$ cat config.mk
export PLATFORM = sky130hd
export DESIGN_NAME = dsp_mac_sequencer
export DESIGN_NICKNAME = d
export VERILOG_FILES = /design/src/rtl/dsp_pkg.sv /design/src/rtl/dsp_tag_pipe.sv /design/src/rtl/dsp_mac_sequencer.sv
export SDC_FILE = /design/constraint.sdc
export NUM_CORES = 1
export LEC_CHECK = 0
export CORE_MARGIN = 3
export CORE_UTILIZATION = 39
export CTS_CLUSTER_SIZE = 16
export DETAILED_ROUTE_END_ITERATION = 8
export PLACE_DENSITY = 0.81
export REMOVE_ABC_BUFFERS = 1
export SLEW_MARGIN = 15
export SYNTH_ARGS = -nofsm -noshare
export SYNTH_HDL_FRONTEND = slang
export SYNTH_SLANG_ARGS = --single-unit
$ cat constraint.sdc
create_clock -name CLK -period 2.8 [get_ports CLK]
set_clock_uncertainty 0.15 [all_clocks]
set_input_delay 0.56 -clock CLK [delete_from_list [all_inputs] [get_ports CLK]]
set_output_delay 0.56 -clock CLK [all_outputs]
set_load 0.01 [all_outputs]
$ cat src/rtl/dsp_pkg.sv
// Shared types and constants for the DSP MAC sequencer: FSM states, OPMODE
// words, operand tags and the stall limit used by the optional timeout.
package dsp_pkg;

    typedef enum logic [1:0] {
        ST_IDLE   = 2'b00,
        ST_ISSUE  = 2'b01,
        ST_DRAIN  = 2'b10,
        ST_RESULT = 2'b11
    } state_t;

    typedef enum logic [1:0] {
        TAG_NONE  = 2'b00,
        TAG_FIRST = 2'b01,
        TAG_ACC   = 2'b10
    } tag_t;

    // Bit 0 selects X=M, bit 3 selects Z=P; upper nibble stays zero.
    localparam logic [7:0] OPM_FIRST = 8'b0000_0001;
    localparam logic [7:0] OPM_ACC   = 8'b0000_1001;
    localparam logic [7:0] OPM_HOLD  = 8'b0000_1000;

    localparam int              STALL_W   = 10;
    localparam logic [STALL_W-1:0] STALL_MAX = 10'd1023;

    function automatic logic [7:0] opm_of(input tag_t tag);
        logic [7:0] opm;
        case (tag)
            TAG_FIRST: opm = OPM_FIRST;
            TAG_ACC:   opm = OPM_ACC;
            default:   opm = OPM_HOLD;
        endcase
        return opm;
    endfunction

endpackage

$ cat src/rtl/dsp_tag_pipe.sv
// Enable-gated tag shift register that delays each operand's tag so its
// OPMODE reaches the slice in step with the product; shifts only with CE.
module dsp_tag_pipe
    import dsp_pkg::*;
#(
    parameter int DEPTH = 1
) (
    input  logic clk,
    input  logic rst_n,
    input  logic en,
    input  tag_t din,
    output tag_t dout
);

    tag_t sr [DEPTH];

    always_ff @(posedge clk or negedge rst_n) begin
        if (!rst_n) begin
            for (int i = 0; i < DEPTH; i++) sr[i] <= TAG_NONE;
        end else if (en) begin
            sr[0] <= din;
            for (int i = 1; i < DEPTH; i++) sr[i] <= sr[i-1];
        end
    end

    assign dout = sr[DEPTH-1];

endmodule

$ cat src/rtl/dsp_mac_sequencer.sv
// Sequences a pipelined DSP slice (A1/B1, M, P, OPMODE regs) through N-term
// multiply-accumulate jobs. Define DSP_MAC_SEQ_TIMEOUT_EN for the stall abort.
module dsp_mac_sequencer
    import dsp_pkg::*;
#(
    parameter int LEN_W    = 8,
    parameter int PIPE_LAT = 3,
    parameter int OPM_DLY  = 1
) (
    input  logic             CLK,
    input  logic             RST_N,
    input  logic             START,
    input  logic [LEN_W-1:0] LEN,
    output logic             BUSY,
    input  logic             IN_VALID,
    output logic             IN_READY,
    input  logic [17:0]      IN_A,
    input  logic [17:0]      IN_B,
    output logic [17:0]      DSP_A,
    output logic [17:0]      DSP_B,
    output logic [7:0]       DSP_OPMODE,
    output logic             DSP_CE,
    input  logic [47:0]      DSP_P,
    output logic             RES_VALID,
    input  logic             RES_READY,
    output logic [47:0]      RES_DATA,
    output logic             RES_ERR
);

    // Handshakes: a transfer happens on a rising edge where valid && ready;
    // IN_READY and RES_VALID depend only on state, never on the partner's signal.

    localparam int DRN_W = (PIPE_LAT > 1) ? $clog2(PIPE_LAT) : 1;
    localparam logic [DRN_W-1:0] DRN_LAST = DRN_W'(PIPE_LAT - 1);

    state_t            state_q, state_d;
    logic [LEN_W-1:0]  remaining_q, remaining_d;
    logic              first_q, first_d;
    logic [DRN_W-1:0]  drain_q, drain_d;
    logic [47:0]       res_data_q, res_data_d;
    logic              ce;
    logic [17:0]       a_drv, b_drv;
    tag_t              tag_in, tag_out;

`ifdef DSP_MAC_SEQ_TIMEOUT_EN
    logic [STALL_W-1:0] stall_q, stall_d;
    logic               abort_q, abort_d;
    logic               res_err_q, res_err_d;
`endif

    always_ff @(posedge CLK or negedge RST_N) begin
        if (!RST_N) begin
            state_q     <= ST_IDLE;
            remaining_q <= '0;
            first_q     <= 1'b0;
            drain_q     <= '0;
            res_data_q  <= '0;
`ifdef DSP_MAC_SEQ_TIMEOUT_EN
            stall_q     <= '0;
            abort_q     <= 1'b0;
            res_err_q   <= 1'b0;
`endif
        end else begin
            state_q     <= state_d;
            remaining_q <= remaining_d;
            first_q     <= first_d;
            drain_q     <= drain_d;
            res_data_q  <= res_data_d;
`ifdef DSP_MAC_SEQ_TIMEOUT_EN
            stall_q     <= stall_d;
            abort_q     <= abort_d;
            res_err_q   <= res_err_d;
`endif
        end
    end

    always_comb begin
        state_d     = state_q;
        remaining_d = remaining_q;
        first_d     = first_q;
        drain_d     = drain_q;
        res_data_d  = res_data_q;
        ce          = 1'b0;
        a_drv       = '0;
        b_drv       = '0;
        tag_in      = TAG_NONE;
`ifdef DSP_MAC_SEQ_TIMEOUT_EN
        stall_d     = stall_q;
        abort_d     = abort_q;
        res_err_d   = res_err_q;
`endif
        case (state_q)
            ST_IDLE: begin
                if (START) begin
                    if (LEN != '0) begin
                        state_d     = ST_ISSUE;
                        remaining_d = LEN;
                        first_d     = 1'b1;
`ifdef DSP_MAC_SEQ_TIMEOUT_EN
                        stall_d     = '0;
                        abort_d     = 1'b0;
`endif
                    end else begin
                        // Empty job: answer zero without clocking the slice.
                        state_d    = ST_RESULT;
                        res_data_d = '0;
`ifdef DSP_MAC_SEQ_TIMEOUT_EN
                        res_err_d  = 1'b0;
`endif
                    end
                end
            end
            ST_ISSUE: begin
                // A missing operand freezes the whole slice, keeping in-flight terms aligned.
                if (IN_VALID) begin
                    ce          = 1'b1;
                    a_drv       = IN_A;
                    b_drv       = IN_B;
                    tag_in      = first_q ? TAG_FIRST : TAG_ACC;
                    first_d     = 1'b0;
                    remaining_d = remaining_q - LEN_W'(1);
`ifdef DSP_MAC_SEQ_TIMEOUT_EN
                    stall_d     = '0;
`endif
                    if (remaining_q == LEN_W'(1)) begin
                        state_d = ST_DRAIN;
                        drain_d = '0;
                    end
                end
`ifdef DSP_MAC_SEQ_TIMEOUT_EN
                else if (stall_q == STALL_MAX - 1'b1) begin
                    state_d = ST_DRAIN;
                    drain_d = '0;
                    abort_d = 1'b1;
                end else begin
                    stall_d = stall_q + 1'b1;
                end
`endif
            end
            ST_DRAIN: begin
                ce = 1'b1;
                if (drain_q == DRN_LAST) begin
                    state_d    = ST_RESULT;
`ifdef DSP_MAC_SEQ_TIMEOUT_EN
                    res_data_d = abort_q ? 48'd0 : DSP_P;
                    res_err_d  = abort_q;
`else
                    res_data_d = DSP_P;
`endif
                end else begin
                    drain_d = drain_q + DRN_W'(1);
                end
            end
            ST_RESULT: begin
                if (RES_READY) state_d = ST_IDLE;
            end
            default: state_d = ST_IDLE;
        endcase
    end

    dsp_tag_pipe #(
        .DEPTH (OPM_DLY)
    ) u_tag_pipe (
        .clk   (CLK),
        .rst_n (RST_N),
        .en    (ce),
        .din   (tag_in),
        .dout  (tag_out)
    );

    assign BUSY       = (state_q != ST_IDLE);
    assign IN_READY   = (state_q == ST_ISSUE);
    assign RES_VALID  = (state_q == ST_RESULT);
    assign RES_DATA   = res_data_q;
    assign DSP_A      = a_drv;
    assign DSP_B      = b_drv;
    assign DSP_CE     = ce;
    assign DSP_OPMODE = (state_q == ST_ISSUE || state_q == ST_DRAIN) ? opm_of(tag_out) : 8'h00;
`ifdef DSP_MAC_SEQ_TIMEOUT_EN
    assign RES_ERR    = res_err_q;
`else
    assign RES_ERR    = 1'b0;
`endif

endmodule

==> flow_metrics.env <==
export IMPL_outcome="finished, final reports clean"
export IMPL_die_h_um=101
export IMPL_ys_seq_elements=63
export IMPL_dp_hpwl_um=7900
export IMPL_vias=3337
export IMPL_synth_top_cell_area_share=0.446
export IMPL_syn_area_per_cell_um2=9.43
export IMPL_fin_area_mm2=0.00572
export IMPL_clk_latency_ns=0.33
export IMPL_grt_pass1_vias=3420
export IMPL_cpPeakStageDelay_ns=0.57
export IMPL_io_buffers=186
export IMPL_placed_cell_area_mm2=0.00552
export IMPL_p_int_mw=3.19
export IMPL_critPathCaptureType="output port"
export IMPL_ff2ff_path_depth=8
export IMPL_dr_first_iter_drc_count=76
export IMPL_yosysTopAreaCell="dfrtp_1"
export IMPL_ys_flop_type="dfrtp_1"
export IMPL_clockRootBuffer="clkbuf_8"
export IMPL_period_share=0.969
export IMPL_synth_edf_count=0
export IMPL_dieWidth_um=101
export IMPL_layout_commonest_cell="clkdlybuf4s50_1"
export IMPL_syn_area_mm2=0.00354
export IMPL_post_cts_buffers=0
export IMPL_slew_violations=0
export IMPL_switching_share=0.383
export IMPL_std_cell_rows=34
export IMPL_final_cell_mix="clkdlybuf4s50_1 (184), dfrtp_1 (63), inv_1 (61), nand2_1 (55), mux2i_1 (51)"
export IMPL_fin_util=0.653
export IMPL_power_leakage_nw=2.56
export IMPL_drive_above_1_share=0.0619
export IMPL_diodes=0
export IMPL_hold_buffers=0
export IMPL_setup_viol=0
export IMPL_cts_sink_count=63
export IMPL_seq_area_frac_synth=0.446
export IMPL_pwr_share_clk=0.154
export IMPL_tightest_slew_ns=0.748
export IMPL_fill_cells=725
export IMPL_netlist_top_cells_area="dfrtp_1 (45%), mux2i_1 (14%), and3_1 (6.5%)"
export IMPL_hold_viol=0
export IMPL_place_congestion=0.806
export IMPL_fp_dieArea_mm2=0.0102
export IMPL_initial_core_util=0.404
export IMPL_min_path_type="primary input to asynchronous set/reset pin"
export IMPL_crit_chain="clkdlybuf4s50_1 -> buf_12 -> and3_1 -> clkdlybuf4s50_1"
export IMPL_drt_pass1_iter_count=5
export IMPL_min_period_ns=2.71
export IMPL_clk_pin_slew_ns=0.07
export IMPL_criticalPathCategory="primary input to output port"
export IMPL_cp_max_fo=29
export IMPL_nets=667
export IMPL_rr_startpoint="state_q[1]"
export IMPL_drt_total_wl_um=10200
export IMPL_fmax_mhz=369
export IMPL_cts_made_buffers=9
export IMPL_synth_cells=375
export IMPL_drv_cap=0
export IMPL_cp_slowest_cell="clkdlybuf4s50_1"
export IMPL_cts_buffer_depth=2
export IMPL_reg2reg_slack_ns=0.32
export IMPL_p_seq_frac=0.282
export IMPL_timing_rr_end="remaining_q[5]"
export IMPL_grt_first_pass_wirelength_um=16200
export IMPL_path_common_cell="clkdlybuf4s50_1"
export IMPL_power_density_mw_per_mm2=904
export IMPL_core_mm2=0.00876
export IMPL_crit_path_start_kind="primary input"
export IMPL_grt_usage=0.201
export IMPL_worstPathRequired_ns=2.09
export IMPL_vias_per_cell=4.96
export IMPL_ys_warnings_count=0
export IMPL_p_comb_frac=0.564
export IMPL_ir_drop_v=0.000574
export IMPL_areaGrowthSynthToFinish_pct=61.7
export IMPL_route_detailed_wl_per_inst_um=15.2
export IMPL_grt_start_max_net_pins=49
export IMPL_detail_route_antenna_nets=0
export IMPL_synthArstFlopShare=1.00
export IMPL_yosysUniqueCellTypes=46
export IMPL_tritoncts="done"
export IMPL_grt_ovfl_total=0
export IMPL_slew_headroom=0.501
export IMPL_pin_count=194
export IMPL_drc=0
export IMPL_crit_arrival_ns=2.00
export IMPL_power_switching_mw=1.98
export IMPL_htree_levels=3
export IMPL_antenna_found_initial=0
[stage by stage]
step	hold slack, ns	power, mW	cells	TNS [ns]	setup slack, ns
after global routing	0.187	5.57	673	-0.0102	-0.00547
after detailed placement	0.334	4.41	658	0	0.0322
after floorplan	0.114	2.77	351	-138.40	-2.88
after CTS	0.157	5.23	673	0	0.0201
final	0.137	5.17	673	0	0.0871
after global placement	0.328	4.32	658	0	0.0376
[state kept, by name, summed over array words and instances (netlist names)]
| signal | count |
|---|---|
| first_q | 1 |
| remaining_q | 8 |
| state_q | 2 |
| RES_DATA | 48 |
| u_tag_pipe.dout | 2 |
| drain_q | 2 |
[cell families (layout without fill, tap and decap cells)]
logic type / Yosys count / count (layout) / share of synthesized area
other: 1 / 7 / 0.00106
buffers and inverters: 91 / 275 / 0.117
AO/OA/AOI/OAI: 38 / 38 / 0.0853
adder cells (fa/ha/maj): 9 / 9 / 0.0318
AND/OR/NAND/NOR: 122 / 122 / 0.175
multiplexers: 51 / 51 / 0.144
flip-flops: 63 / 63 / 0.446
[worst max path at each step]
stage,start,end,slack (ns),cells after the start
2_1_floorplan,state_q[0],RES_DATA[0],-2.88,5
6_report,IN_VALID,DSP_B[6],0.09,4
5_1_grt,IN_VALID,DSP_B[10],-0.005,4
3_3_place_gp,IN_VALID,DSP_CE,0.04,5
3_5_place_dp,IN_VALID,DSP_CE,0.03,5
4_1_cts,state_q[1],DSP_CE,0.02,7
[cells in the mapped netlist, types with 4 or more instances]
| cell | instances |
|---|---|
| a211o_1 | 4 |
| nor2_1 | 6 |
| buf_4 | 9 |
| a21oi_1 | 5 |
| inv_1 | 61 |
| mux2i_1 | 51 |
| clkbuf_1 | 14 |
| ha_1 | 9 |
| nand2_1 | 55 |
| and3_1 | 37 |
| o21ai_0 | 4 |
| nand3_1 | 4 |
| dfrtp_1 | 63 |
[worst max-delay path: cells and delay by family]
family	cells	cell delay, ns
buffers and inverters	3	1.29
and+or+nand+nor	1	0.16
[power by group through the flow]
stage / registers (mW) / logic [mW] / clock network [mW]
detailed placement: 1.47 / 2.94 / 0
global route: 1.50 / 3.20 / 0.866
floorplan: 1.35 / 1.43 / 0
global placement: 1.45 / 2.86 / 0
CTS: 1.46 / 2.95 / 0.824
finish: 1.46 / 2.92 / 0.795
[final cells by class]
type / instances / area, um2 / share of cell area
tap: 108 / 135 / 0.0236
inverter: 61 / 229 / 0.0400
timing repair buffer: 199 / 2000 / 0.349
clock inverter: 3 / 42.5 / 0.00744
multi-input combinational: 227 / 1580 / 0.277
clock buffer: 12 / 155 / 0.0271
sequential: 63 / 1580 / 0.276
[routing by layer]
metal	share of wire	global-route usage	up-vias
li1	-	-	1598
met1	0.35	0.210	1560
met2	0.49	0.352	166
met3	0.14	0.0937	13
met4	0.016	0.0726	0
met5	0	0	-
[what timing repair did]
action,4_1_cts,5_1_grt
resized for setup,1,2
cloned,0,0
setup endpoints to repair,1,17
No activity file was read; power rests on OpenSTA's default activity.
